File: src/rtl/ps2_scancode_decoder_if.sv
// Key-event output channel of the PS/2 scan code decoder: head event fields plus valid/ready.
interface ps2_scancode_decoder_if;
  logic [7:0] code_o;
  logic       extended_o;
  logic       break_o;
  logic       valid_o;
  logic       ready_i;

  modport master (output code_o, extended_o, break_o, valid_o, input ready_i);
  modport slave  (input code_o, extended_o, break_o, valid_o, output ready_i);
endinterface

File: src/rtl/ps2_scancode_decoder.sv
// Scan code set 2 decoder (E0/F0 prefixes, E1 Pause) feeding a key-event FIFO.
// Optional pressed-key bitmap suppressing typematic repeats: define PS2_SCANCODE_KEY_STATE_EN.
module ps2_scancode_decoder #(
  parameter int FIFO_DEPTH = 8
) (
  input  logic                   clk_i,
  input  logic                   rst_i,
  input  logic [7:0]             data_i,
  input  logic                   valid_i,
  output logic                   overflow_o,
  ps2_scancode_decoder_if.master ev
);

  localparam int PTR_W = $clog2(FIFO_DEPTH);
  localparam int CNT_W = PTR_W + 1;

  typedef enum logic [2:0] {IDLE, EXT, BRK, EXT_BRK, SKIP} state_t;

  typedef struct packed {
    logic [7:0] code;
    logic       ext;
    logic       brk;
  } event_t;

  function automatic logic is_status(input logic [7:0] b);
    case (b)
      8'h00, 8'hAA, 8'hEE, 8'hFA, 8'hFC, 8'hFE, 8'hFF: is_status = 1'b1;
      default:                                         is_status = 1'b0;
    endcase
  endfunction

  state_t             state_q, state_d;
  logic [2:0]         skip_q, skip_d;
  logic [PTR_W-1:0]   wr_ptr_q, wr_ptr_d, rd_ptr_q, rd_ptr_d;
  logic [CNT_W-1:0]   count_q, count_d;
  logic               overflow_q, overflow_d;
  event_t             mem_q [FIFO_DEPTH];
  event_t             mem_d [FIFO_DEPTH];

  event_t             cand_ev_s;
  logic               cand_s, pause_s, push_s, pop_s, full_s, push_ok_s;
  event_t             head_s;

  always_comb begin
    state_d   = state_q;
    skip_d    = skip_q;
    cand_s    = 1'b0;
    pause_s   = 1'b0;
    cand_ev_s = '0;
    if (valid_i) begin
      case (state_q)
        IDLE: begin
          if (data_i == 8'hE0) begin
            state_d = EXT;
          end else if (data_i == 8'hF0) begin
            state_d = BRK;
          end else if (data_i == 8'hE1) begin
            state_d = SKIP;
            skip_d  = 3'd7;
          end else if (!is_status(data_i)) begin
            cand_s    = 1'b1;
            cand_ev_s = '{code: data_i, ext: 1'b0, brk: 1'b0};
          end else begin
            state_d = IDLE;
          end
        end
        EXT: begin
          if (data_i == 8'hF0) begin
            state_d = EXT_BRK;
          end else if (data_i == 8'hE0) begin
            state_d = EXT;
          end else begin
            cand_s    = 1'b1;
            cand_ev_s = '{code: data_i, ext: 1'b1, brk: 1'b0};
            state_d   = IDLE;
          end
        end
        BRK: begin
          cand_s    = 1'b1;
          cand_ev_s = '{code: data_i, ext: 1'b0, brk: 1'b1};
          state_d   = IDLE;
        end
        EXT_BRK: begin
          cand_s    = 1'b1;
          cand_ev_s = '{code: data_i, ext: 1'b1, brk: 1'b1};
          state_d   = IDLE;
        end
        SKIP: begin
          // Pause payload is ignored; the last of its 7 trailing bytes emits one event
          skip_d = skip_q - 3'd1;
          if (skip_q == 3'd1) begin
            cand_s    = 1'b1;
            pause_s   = 1'b1;
            cand_ev_s = '{code: 8'hE1, ext: 1'b1, brk: 1'b0};
            state_d   = IDLE;
          end else begin
            state_d = SKIP;
          end
        end
        default: state_d = IDLE;
      endcase
    end else begin
      state_d = state_q;
    end
  end

  assign full_s = (count_q == CNT_W'(FIFO_DEPTH));

`ifdef PS2_SCANCODE_KEY_STATE_EN
  logic [511:0] key_q, key_d;
  logic [8:0]   key_idx_s;

  assign key_idx_s = {cand_ev_s.ext, cand_ev_s.code};

  always_comb begin
    key_d  = key_q;
    push_s = cand_s;
    if (cand_s && !pause_s) begin
      if (!cand_ev_s.brk) begin
        if (key_q[key_idx_s]) begin
          push_s = 1'b0;
        end else if (!full_s) begin
          key_d[key_idx_s] = 1'b1;
        end else begin
          key_d = key_q;
        end
      end else if (!full_s) begin
        key_d[key_idx_s] = 1'b0;
      end else begin
        key_d = key_q;
      end
    end else begin
      key_d = key_q;
    end
  end

  always_ff @(posedge clk_i) begin
    if (rst_i) begin
      key_q <= '0;
    end else begin
      key_q <= key_d;
    end
  end
`else
  assign push_s = cand_s;
`endif

  assign pop_s     = ev.valid_o & ev.ready_i;
  assign push_ok_s = push_s & ~full_s;

  always_comb begin
    wr_ptr_d   = wr_ptr_q;
    rd_ptr_d   = rd_ptr_q;
    mem_d      = mem_q;
    // A push into a full FIFO is lost even when a pop frees a slot this cycle
    overflow_d = overflow_q | (push_s & full_s);
    if (push_ok_s) begin
      mem_d[wr_ptr_q] = cand_ev_s;
      wr_ptr_d        = wr_ptr_q + PTR_W'(1);
    end else begin
      wr_ptr_d = wr_ptr_q;
    end
    if (pop_s) begin
      rd_ptr_d = rd_ptr_q + PTR_W'(1);
    end else begin
      rd_ptr_d = rd_ptr_q;
    end
    case ({push_ok_s, pop_s})
      2'b10:   count_d = count_q + CNT_W'(1);
      2'b01:   count_d = count_q - CNT_W'(1);
      default: count_d = count_q;
    endcase
  end

  always_ff @(posedge clk_i) begin
    if (rst_i) begin
      state_q    <= IDLE;
      skip_q     <= 3'd0;
      wr_ptr_q   <= '0;
      rd_ptr_q   <= '0;
      count_q    <= '0;
      overflow_q <= 1'b0;
    end else begin
      state_q    <= state_d;
      skip_q     <= skip_d;
      wr_ptr_q   <= wr_ptr_d;
      rd_ptr_q   <= rd_ptr_d;
      count_q    <= count_d;
      overflow_q <= overflow_d;
    end
  end

  always_ff @(posedge clk_i) begin
    mem_q <= mem_d;
  end

  // Storage is not reset, so head fields are forced to zero while the FIFO is empty
  assign head_s        = mem_q[rd_ptr_q];
  assign ev.valid_o    = (count_q != '0);
  assign ev.code_o     = ev.valid_o ? head_s.code : 8'h00;
  assign ev.extended_o = ev.valid_o ? head_s.ext : 1'b0;
  assign ev.break_o    = ev.valid_o ? head_s.brk : 1'b0;
  assign overflow_o    = overflow_q;

endmodule
File: src/flat_wrapper.sv
// flat-port wrapper written by rule: the top's interface ports become plain ports
module ps2_scancode_decoder_flat 
#(
  parameter int FIFO_DEPTH = 8
)
  (clk_i, rst_i, data_i, valid_i, overflow_o, ev_code_o, ev_extended_o, ev_break_o, ev_valid_o, ev_ready_i);
  ps2_scancode_decoder_if ev_i ();
  input  logic clk_i;
  input  logic rst_i;
  input  logic [7:0] data_i;
  input  logic valid_i;
  output logic overflow_o;
  output wire logic [$bits(ev_i.code_o)-1:0] ev_code_o;
  output wire logic [$bits(ev_i.extended_o)-1:0] ev_extended_o;
  output wire logic [$bits(ev_i.break_o)-1:0] ev_break_o;
  output wire logic [$bits(ev_i.valid_o)-1:0] ev_valid_o;
  input wire logic [$bits(ev_i.ready_i)-1:0] ev_ready_i;
  assign ev_code_o = ev_i.code_o;
  assign ev_extended_o = ev_i.extended_o;
  assign ev_break_o = ev_i.break_o;
  assign ev_valid_o = ev_i.valid_o;
  assign ev_i.ready_i = ev_ready_i;
  ps2_scancode_decoder #(.FIFO_DEPTH(FIFO_DEPTH)) u_core (.clk_i(clk_i), .rst_i(rst_i), .data_i(data_i), .valid_i(valid_i), .overflow_o(overflow_o), .ev(ev_i));
endmodule
File: config.mk
export PLATFORM = sky130hd
export DESIGN_NAME = ps2_scancode_decoder_flat
export DESIGN_NICKNAME = d
export VERILOG_FILES = /design/src/rtl/ps2_scancode_decoder_if.sv /design/src/rtl/ps2_scancode_decoder.sv /design/src/flat_wrapper.sv
export SDC_FILE = /design/constraint.sdc
export NUM_CORES = 1
export LEC_CHECK = 0
export ABC_CLOCK_PERIOD_IN_PS = 3200
export CAP_MARGIN = 5
export CORE_MARGIN = 3
export CORE_UTILIZATION = 60
export CTS_CLUSTER_SIZE = 16
export DETAILED_ROUTE_END_ITERATION = 12
export DONT_BUFFER_PORTS = 1
export PLACE_DENSITY_LB_ADDON = 0.05
export SLEW_MARGIN = 20
export SYNTH_ARGS = -nofsm -noshare
export SYNTH_HDL_FRONTEND = slang
export SYNTH_SLANG_ARGS = --single-unit
File: constraint.sdc
create_clock -name clk_i -period 3.2 [get_ports clk_i]
set_input_delay 0.32 -clock clk_i [delete_from_list [all_inputs] [get_ports clk_i]]
set_output_delay 0.32 -clock clk_i [all_outputs]
set_load 0.02 [all_outputs]
==> flow_summary.toml <==
[clock_tree]
post_cts_resized = 0
clkSlewWorstSetupHoldPaths_ns = 0.09
cts_tree = "yes"
worstSkewPairLatency_ns = 0.36
clock-root-buffer = "clkbuf_8"
post-cts-setup-buffers = 0
clk_path_buf_depth = 2
cts_hold_buf = 0
cts_sinks = 97
htreeDepth = 3
cts_buffers = 9

[synth]
syn-cell-area_sq_um = 4526
async_flop_share_pct = 0
syn-num-nets = 324
synth-seq-area-share_pct = 60.60
ys.flop_type = "edfxtp_1"
ys_seq_elements = 97
syn_inst = 305
syn-mean-instance-area_sq_um = 14.84
synth-edff-count = 80
yosys_warnings = 0
ys_types = 52

[routing]
drt-initial-drc-count = 163
first_pass_iters = 4
post-route-drc-count = 0
via_per_inst = 6.019
via_count = 2534
wl_per_cell_um = 19.83
routed_wirelength_um = 8349
antenna_left = 0

[timing]
fin_skew_ns = 0.008962
slew_headroom_pct = 31.46
tightest_slew_ns = 1.026
fmax_mhz = 353.9
period_share_pct = 88.30
hold_viol = 0
period_minus_slack_ns = 2.825
rsz0062_at_grt = "false"
slew_violations = 0
setup-tns-final_ns = 0
setup_viol = 0

[critical_path]
crit_path_frequent_cell = "a21oi_1"
crit_required_ns = 3.49
crit_type = "reg -> reg"
worst_setup_path_end_kind = "flip-flop"
start_kind = "flip-flop"
reg2reg_depth = 11
arrival_ns = 3.12
cp_cell_sequence = "or3b_4, nor4_4, a21o_1, a21oi_1, ha_1, xor2_1, ha_1, a21oi_1, xor2_1, or3_1, a21oi_1"
cpPeakStageDelay_ns = 0.46
worst-path-max-fanout = 9
critPathSlowestCell = "or3b_4"

[die]
die_y_um = 92.85
io_pins = 24
die-width_um = 92.85
initial_core_util_pct = 62.06
core-area_sq_um = 7292
die_area_sq_um = 8621
num_rows = 31

[finish]
nNetsFinal = 336
drive_above_1_share_pct = 22.67
mostFrequentLayoutCells = "80 x edfxtp_1, 29 x nor2_1, 20 x mux4_2"
diodes = 0
stdcell_count = 421
syn2layout_area_growth_pct = 8.267
n_fill_cell = 564
final_common_cell = "edfxtp_1"

[grt]
grt_use_total_pct = 20.92
grt_pass1_wl_um = 13320
grt_overflow = 0
antenna_found_initial = 0
grt_pass1_vias = 2445
grt_max_degree = 23

[placed_design]
dp_hpwl_um = 5586
place_congestion = 0.9105
io_buffers = 0
numPlacedInstances = 405

[pwr]
p_leak_nw = 1.575
power_density_nw_per_um2 = 642.4
peakVddDrop_mv = 0.4027

[min_path]
hp-class = "in -> reg"
hold_depth = 1

[run_status]
status = "completed"

[run]
cap_violations = 0
routing by layer:
layer	vias to the layer above	global-route usage [%]	part of all wire, %
met3	6	4.630	4.0
met1	1263	29.28	46
li1	1214	-	-
met5	-	0	0
met2	51	33.35	49
met4	0	5.861	0.81
Yosys cell counts, types with 4 or more instances:
cell type	instances	share of area (%)
a211oi_1	4	0.66
a21oi_1	10	1.1
a31oi_1	4	0.55
clkbuf_1	10	0.83
dfxtp_1	17	7.5
edfxtp_1	80	53
ha_1	7	1.9
inv_1	9	0.75
mux2i_1	15	3.3
mux4_2	20	10
nand2_1	6	0.50
nand2b_1	5	0.69
nand3_1	5	0.55
nand4_1	6	0.83
nor2_1	29	2.4
nor2b_1	4	0.55
nor3b_1	6	1.0
o21ai_0	11	1.2
xor2_1	4	0.77
metrics by stage:
stage / util, % / setup WS [ns] / power (mW) / instance area [sq um] / hold slack, ns
floorplan: - / 0.5287 / 2.251 / 4526 / 0.4719
global placement: 64.65 / 0.4719 / 2.431 / 4715 / 0.3924
detailed placement: 64.65 / 0.3544 / 2.446 / 4715 / 0.3953
CTS: 67.19 / 0.3752 / 3.182 / 4900 / 0.001247
global route: 67.19 / 0.09442 / 3.312 / 4900 / 0.002526
finish: 67.19 / 0.3745 / 3.148 / 4900 / 0.02145
final timing paths:
kind                                   startpoint  slack [ns]                 to
worst max register to register  u_core.state_q[0]        0.37  u_core.count_q[2]
worst min register to register   u_core.skip_q[1]        0.50   u_core.skip_q[1]
worst max-delay path            u_core.state_q[0]        0.37  u_core.count_q[2]
worst min-delay path                        rst_i        0.02  u_core.state_q[1]
layout make-up:
class / count / area [sq um] / area share (%)
inverter: 9 / 33.78 / 0.6895
tap: 99 / 123.9 / 2.528
sequential: 97 / 2743 / 55.98
clock inverter: 7 / 61.31 / 1.251
multi-input combinational: 183 / 1687 / 34.42
clock buffer: 9 / 123.9 / 2.528
timing repair buffer: 17 / 127.6 / 2.605
critical path, delay by kind of cell, from the launching register on:
family | cells | cell delay, ns
AND/OR/NAND/NOR | 3 | 1.07
flip-flops | 1 | 0.42
adder cells (fa/ha/maj) | 2 | 0.47
AO/OA/AOI/OAI | 4 | 0.54
XOR/XNOR | 2 | 0.25
sequential cells by signal, indices dropped and copies added, names as in the netlist:
signal and flops:
u_core.mem_q 80, u_core.count_q 4, u_core.rd_ptr_q 3, u_core.skip_q 3
u_core.state_q 3, u_core.wr_ptr_q 3, u_core.overflow_o 1
power breakdown:
| group | leakage (nW) | total, mW | switching [mW] | internal, mW |
|---|---|---|---|---|
| logic | 0.604 | 0.842 | 0.483 | 0.359 |
| clock network | 0.0936 | 0.742 | 0.445 | 0.297 |
| registers | 0.877 | 1.56 | 0.106 | 1.46 |
cells by family after synthesis:
kind of cell / synth area share, %
muxes: 13.27
AOI/OAI and AO/OA: 8.681
DFF: 60.60
and+or+nand+nor: 11.61
xor gates and xnor gates: 1.161
buffers and inverters: 2.488
adders and majority gates: 2.184
(Power assumes the default switching activity.)
